$ cat src/rtl/vga_timing_pkg.sv
// vga_timing_pkg: raster timing record, the 640x480@60 default set and the timing sanity rule
package vga_timing_pkg;
  localparam int VGA_CW = 12;
  typedef struct packed {
    logic [VGA_CW-1:0] h_visible;
    logic [VGA_CW-1:0] h_fp;
    logic [VGA_CW-1:0] h_sync;
    logic [VGA_CW-1:0] h_bp;
    logic [VGA_CW-1:0] v_visible;
    logic [VGA_CW-1:0] v_fp;
    logic [VGA_CW-1:0] v_sync;
    logic [VGA_CW-1:0] v_bp;
  } vga_timing_t;
  localparam vga_timing_t VGA_640X480_60 = '{
    h_visible: 12'd640, h_fp: 12'd16, h_sync: 12'd96, h_bp: 12'd48,
    v_visible: 12'd480, v_fp: 12'd10, v_sync: 12'd2, v_bp: 12'd33
  };
  // A usable set needs non-empty visible and sync spans and totals that fit a cw-bit counter.
  function automatic logic timing_valid(input int unsigned hv, input int unsigned hf,
                                        input int unsigned hs, input int unsigned hb,
                                        input int unsigned vv, input int unsigned vf,
                                        input int unsigned vs, input int unsigned vb,
                                        input int unsigned cw);
    return hv != 0 && hs != 0 && vv != 0 && vs != 0 &&
           hv + hf + hs + hb <= (32'd1 << cw) && vv + vf + vs + vb <= (32'd1 << cw);
  endfunction
endpackage

$ cat src/rtl/vga_axis_counter.sv
// vga_axis_counter: one raster axis position counter with registered position, visible, sync and zero decode
module vga_axis_counter #(
  parameter int CW = 12
) (
  input  logic          clk_pix,
  input  logic          resetn,
  input  logic          en,
  input  logic          inc,
  input  logic [CW-1:0] visible,
  input  logic [CW-1:0] fp,
  input  logic [CW-1:0] sync,
  input  logic [CW-1:0] bp,
  output logic          last,
  output logic [CW-1:0] pos,
  output logic          vis,
  output logic          sync_on,
  output logic          at_zero
);
  localparam int W = CW + 2;
  logic [CW-1:0] cnt;
  logic [W-1:0] ext, total, sync_lo, sync_hi;
  always_comb begin
    ext = W'(cnt);
    sync_lo = W'(visible) + W'(fp);
    sync_hi = sync_lo + W'(sync);
    total = sync_hi + W'(bp);
    last = ext == total - W'(1);
  end
  // Decode registers follow en, not inc, so the slow axis stays aligned with the fast one.
  always_ff @(posedge clk_pix or negedge resetn)
    if (!resetn) begin
      cnt <= '0;
      pos <= '0;
      vis <= 1'b0;
      sync_on <= 1'b0;
      at_zero <= 1'b0;
    end else begin
      if (inc) cnt <= last ? '0 : cnt + CW'(1);
      if (en) begin
        pos <= cnt;
        vis <= ext < W'(visible);
        sync_on <= ext >= sync_lo && ext < sync_hi;
        at_zero <= cnt == '0;
      end
    end
endmodule

$ cat src/rtl/vga_timing_gen.sv
// vga_timing_gen: parametrised raster timing generator; VGA_TIMING_DYN_CFG_EN adds run-time timing reload at frame wrap
module vga_timing_gen
  import vga_timing_pkg::*;
#(
  parameter int CW            = 12,
  parameter int H_VISIBLE     = int'(VGA_640X480_60.h_visible),
  parameter int H_FRONT_PORCH = int'(VGA_640X480_60.h_fp),
  parameter int H_SYNC_PULSE  = int'(VGA_640X480_60.h_sync),
  parameter int H_BACK_PORCH  = int'(VGA_640X480_60.h_bp),
  parameter int V_VISIBLE     = int'(VGA_640X480_60.v_visible),
  parameter int V_FRONT_PORCH = int'(VGA_640X480_60.v_fp),
  parameter int V_SYNC_PULSE  = int'(VGA_640X480_60.v_sync),
  parameter int V_BACK_PORCH  = int'(VGA_640X480_60.v_bp),
  parameter bit H_SYNC_POL    = 1'b0,
  parameter bit V_SYNC_POL    = 1'b0
) (
  input  logic          clk_pix,
  input  logic          resetn,
  input  logic          en,
  output logic [CW-1:0] hcount,
  output logic [CW-1:0] vcount,
  output logic          hsync,
  output logic          vsync,
  output logic          de,
  output logic          line_start,
  output logic          frame_start
`ifdef VGA_TIMING_DYN_CFG_EN
  ,
  input  logic            cfg_valid,
  output logic            cfg_ready,
  input  logic [8*CW-1:0] cfg_timing,
  output logic            cfg_applied,
  output logic            cfg_err
`endif
);
  localparam logic [8*CW-1:0] PARAM_TIMING = {
    CW'(H_VISIBLE), CW'(H_FRONT_PORCH), CW'(H_SYNC_PULSE), CW'(H_BACK_PORCH),
    CW'(V_VISIBLE), CW'(V_FRONT_PORCH), CW'(V_SYNC_PULSE), CW'(V_BACK_PORCH)
  };
  logic [8*CW-1:0] act;
  logic h_last, v_last, frame_wrap;
  logic h_vis, v_vis, h_sync_on, v_sync_on, h_zero, v_zero;
  assign frame_wrap = en && h_last && v_last;
  vga_axis_counter #(.CW(CW)) u_h (
    .clk_pix(clk_pix), .resetn(resetn), .en(en), .inc(en),
    .visible(act[7*CW +: CW]), .fp(act[6*CW +: CW]), .sync(act[5*CW +: CW]), .bp(act[4*CW +: CW]),
    .last(h_last), .pos(hcount), .vis(h_vis), .sync_on(h_sync_on), .at_zero(h_zero)
  );
  vga_axis_counter #(.CW(CW)) u_v (
    .clk_pix(clk_pix), .resetn(resetn), .en(en), .inc(en && h_last),
    .visible(act[3*CW +: CW]), .fp(act[2*CW +: CW]), .sync(act[CW +: CW]), .bp(act[0 +: CW]),
    .last(v_last), .pos(vcount), .vis(v_vis), .sync_on(v_sync_on), .at_zero(v_zero)
  );
  assign hsync = h_sync_on ? H_SYNC_POL : !H_SYNC_POL;
  assign vsync = v_sync_on ? V_SYNC_POL : !V_SYNC_POL;
  assign de = h_vis && v_vis;
  assign line_start = h_zero;
  assign frame_start = h_zero && v_zero;
`ifdef VGA_TIMING_DYN_CFG_EN
  logic [8*CW-1:0] shadow;
  logic full, pend, hs, ok;
  assign cfg_ready = !full;
  assign hs = cfg_valid && !full;
  assign ok = timing_valid(32'(cfg_timing[7*CW +: CW]), 32'(cfg_timing[6*CW +: CW]),
                           32'(cfg_timing[5*CW +: CW]), 32'(cfg_timing[4*CW +: CW]),
                           32'(cfg_timing[3*CW +: CW]), 32'(cfg_timing[2*CW +: CW]),
                           32'(cfg_timing[CW +: CW]), 32'(cfg_timing[0 +: CW]), CW);
  // A handshake needs an empty shadow and a swap needs a full one, so a wrap-cycle handshake waits a frame.
  always_ff @(posedge clk_pix or negedge resetn)
    if (!resetn) begin
      act <= PARAM_TIMING;
      shadow <= '0;
      full <= 1'b0;
      pend <= 1'b0;
      cfg_applied <= 1'b0;
      cfg_err <= 1'b0;
    end else begin
      cfg_err <= hs && !ok;
      if (hs && ok) begin
        shadow <= cfg_timing;
        full <= 1'b1;
      end
      if (frame_wrap && full) begin
        act <= shadow;
        full <= 1'b0;
      end
      if (en) begin
        cfg_applied <= pend;
        pend <= frame_wrap && full;
      end
    end
`else
  assign act = PARAM_TIMING;
`endif
endmodule

$ cat config.mk
export PLATFORM = sky130hd
export DESIGN_NAME = vga_timing_gen
export DESIGN_NICKNAME = d
export VERILOG_FILES = /design/src/rtl/vga_timing_pkg.sv /design/src/rtl/vga_axis_counter.sv /design/src/rtl/vga_timing_gen.sv
export SDC_FILE = /design/constraint.sdc
export NUM_CORES = 1
export LEC_CHECK = 0
export ABC_AREA = 1
export CORE_MARGIN = 2
export CORE_UTILIZATION = 50
export DETAILED_ROUTE_END_ITERATION = 6
export PLACE_DENSITY = 0.67
export SKIP_LAST_GASP = 1
export SLEW_MARGIN = 40
export SYNTH_ARGS = -nofsm -noshare
export SYNTH_HDL_FRONTEND = slang
export SYNTH_HIERARCHICAL = 1
export SYNTH_SLANG_ARGS = --single-unit
$ cat constraint.sdc
create_clock -name clk_pix -period 4.3 [get_ports clk_pix]
set_input_delay 0.86 -clock clk_pix [delete_from_list [all_inputs] [get_ports clk_pix]]
set_output_delay 0.86 -clock clk_pix [all_outputs]
set_load 0.02 [all_outputs]
==> impl_metrics.py <==
metrics = {
    "route": {
        "wl_met2_mm": 8.38,
        "wl_met1_mm": 10.5,
        "wire_per_inst_um": 11.4,
        "wl_met3_um": 488,
        "routed_wl_mm": 19.6,
        "highest_layer": "met4",
        "via_per_inst": 4.78,
        "drt_iter0_drc": 434,
        "drtPass1Iterations": 6,
        "drtAntennaViolNets": 0,
        "drc": 0,
        "via_count": 8243,
    },
    "finish": {
        "diodes": 0,
        "fin_nets": 1672,
        "drive_gt1_frac": 0.0394,
        "fin_cells": 1723,
        "area_growth_pct": 12.8,
    },
    "global_routing": {
        "grt_pass1_wl_mm": 33.4,
        "track_usage": 0.215,
        "antenna_found_initial": 0,
        "grt_pass1_vias": 7363,
        "grt_max_degree": 36,
        "overflow": 0,
    },
    "cts": {
        "cts_buffers": 5,
        "path_clk_slew_ps": 70,
        "clock_latency_ps": 290,
        "cts.repair.resized": 0,
        "htree_levels": 2,
        "cts_tree": "yes",
        "cts_hold_buf": 0,
        "clock_sinks": 54,
        "postCtsSetupBuffers": 0,
        "clk_path_buf_depth": 2,
        "cts_root_buffer": "clkbuf_16",
    },
    "synthesis": {
        "yosysWarnings": 6,
        "syn_area_per_cell_um2": 6.61,
        "syn_inst": 1351,
        "syn_area_um2": 8930,
    },
    "worst_setup_path": {
        "cpPeakStageDelay_ps": 500,
        "cp_slowest_cell": "dfrtp_1",
        "cp_cell_sequence": "clkinv_1, xor2_1, nor2_1, nand3_2, nor2_1, nand4_1, nor2_1, nand2_1, inv_1, inv_1, nand2_1, nand2_1",
        "path_delay_family": "buffers and inverters",
        "endpoint_kind": "register",
        "crit_buf_inv": 3,
        "critPathRequiredTime_ps": 4480,
        "cp.arrival_ps": 3000,
        "cp-start-kind": "register",
        "worstSetupPathType": "reg2reg",
        "cp_max_fo": 13,
    },
    "sta": {
        "worst_pin_slew_ps": 607,
        "tns_ps": 0,
        "hold_violations": 0,
        "final-max-slew-violation-count": 0,
        "fin_crit_ps": 2820,
        "finClkSkew_ps": 5.13,
        "slew_headroom": 0.593,
        "setup_viol": 0,
        "fin_crit_sh": 0.655,
        "max_freq_ghz": 0.355,
        "rsz0062_at_grt": "false",
        "setup_slack_ps": 1480,
    },
    "placement": {
        "place.gp.congestion": 0.875,
        "hpwl_mm": 16.4,
        "io_buffers": 31,
        "placedCellCount": 1715,
        "pre_cts_ws_ps": 1460,
    },
    "power": {
        "intPower_uw": 2250,
        "p_per_area_nw_per_um2": 458,
        "p_seq_frac": 0.138,
        "power_frac_comb": 0.763,
        "p_sw_uw": 2360,
        "sw_frac_of_total": 0.513,
        "ir_drop_mv": 0.266,
        "power_leakage_uw": 0.00592,
        "power_frac_clock": 0.099,
    },
    "die": {
        "floorplan.initialDensity": 0.515,
        "dieArea_um2": 18900,
        "fp-row-count": 48,
        "boundaryPins": 32,
        "core-area_um2": 17400,
        "die_width_um": 138,
        "die_h_um": 138,
    },
    "run_status": {
        "status": "finished clean",
    },
    "run": {
        "cap_violations": 0,
    },
    "worst_hold_path": {
        "hp-class": "reg2reg",
    },
}
## sequential cells by signal (all words and copies together) (netlist names)
| signal | cells |
|---|---|
| u_v/sync_on | 1 |
| u_v/pos | 12 |
| u_v/at_zero | 1 |
| u_h/sync_on | 1 |
| u_h/vis | 1 |
| u_h/cnt | 12 |
| u_v/vis | 1 |
| u_h/pos | 12 |
| u_h/at_zero | 1 |
| u_v/cnt | 12 |
## metal layers
layer / GRT usage / vias up
met2: 0.342 / 103
met5: 0 / -
met3: 0.0121 / 20
li1: - / 4473
met1: 0.320 / 3647
met4: 0.0430 / 0
## layout by cell type, fill, tap and decap left out, types with 4 or more instances in the layout
cell and n:
a21oi_1 71, nand3b_1 11, xor2_1 58, nor2_1 69, dfrtp_1 54, xnor2_1 21
nor2_2 5, clkinv_1 4, nand3_1 69, nor3_1 18, o21bai_1 6, ha_1 166
inv_1 258, o21ai_0 40, a31oi_1 6, clkbuf_16 5, a21o_1 9, nand2_2 6
nand3_2 25, conb_1 126, clkdlybuf4s50_1 30, fa_1 6, inv_2 4, or2_2 4
nand4_1 21, nand2_1 371
## worst paths after layout
check | to | slack (ps) | from | cells past startpoint
setup / recovery | u_v/cnt[2] | 1480 | u_h/cnt[3] | 12
min in group asynchronous | u_h/cnt[10] | 500 | resetn | 1
setup reg to reg | u_v/cnt[2] | 1480 | u_h/cnt[3] | 12
hold / removal | u_v/pos[11] | 470 | u_v/pos[11] | 2
hold reg to reg | u_v/pos[11] | 470 | u_v/pos[11] | 2
max in group asynchronous | u_v/pos[5] | 2990 | resetn | 2
## worst reg2reg max path, stage by stage (launching register included)
cell,delay [ps]
dfrtp_1,500
clkinv_1,300
xor2_1,230
nor2_1,150
nand3_2,100
nor2_1,90
nand4_1,80
nor2_1,160
nand2_1,70
inv_1,440
inv_1,360
nand2_1,160
nand2_1,70
## power by group through the flow
stage	Clock (µW)	Combinational, µW	Sequential [µW]
CTS	461	3050	635
global placement	0	3020	644
global route	479	4080	645
floorplan	0	2830	631
finish	455	3520	635
detailed placement	0	3050	645
## per-stage QoR
stage	cell area, µm²	util	power [µW]	hold WS [ps]
final	10100	0.580	4610	468
after CTS	10100	0.580	4150	474
after floorplan	9400	-	3460	449
after detailed placement	9910	0.571	3700	458
after global placement	9910	0.571	3660	459
after global routing	10100	0.580	5210	488
## final cells by class
class	count	area [µm²]
fillers	1778	7280
clock buffers	7	133
well taps	225	282
clock inverters	1	30.0
inverters	266	998
repair buffers	34	328
flip-flops and latches	54	1350
multi-input cells	1136	6950
Note: power is estimated with default switching activity, not from simulation.
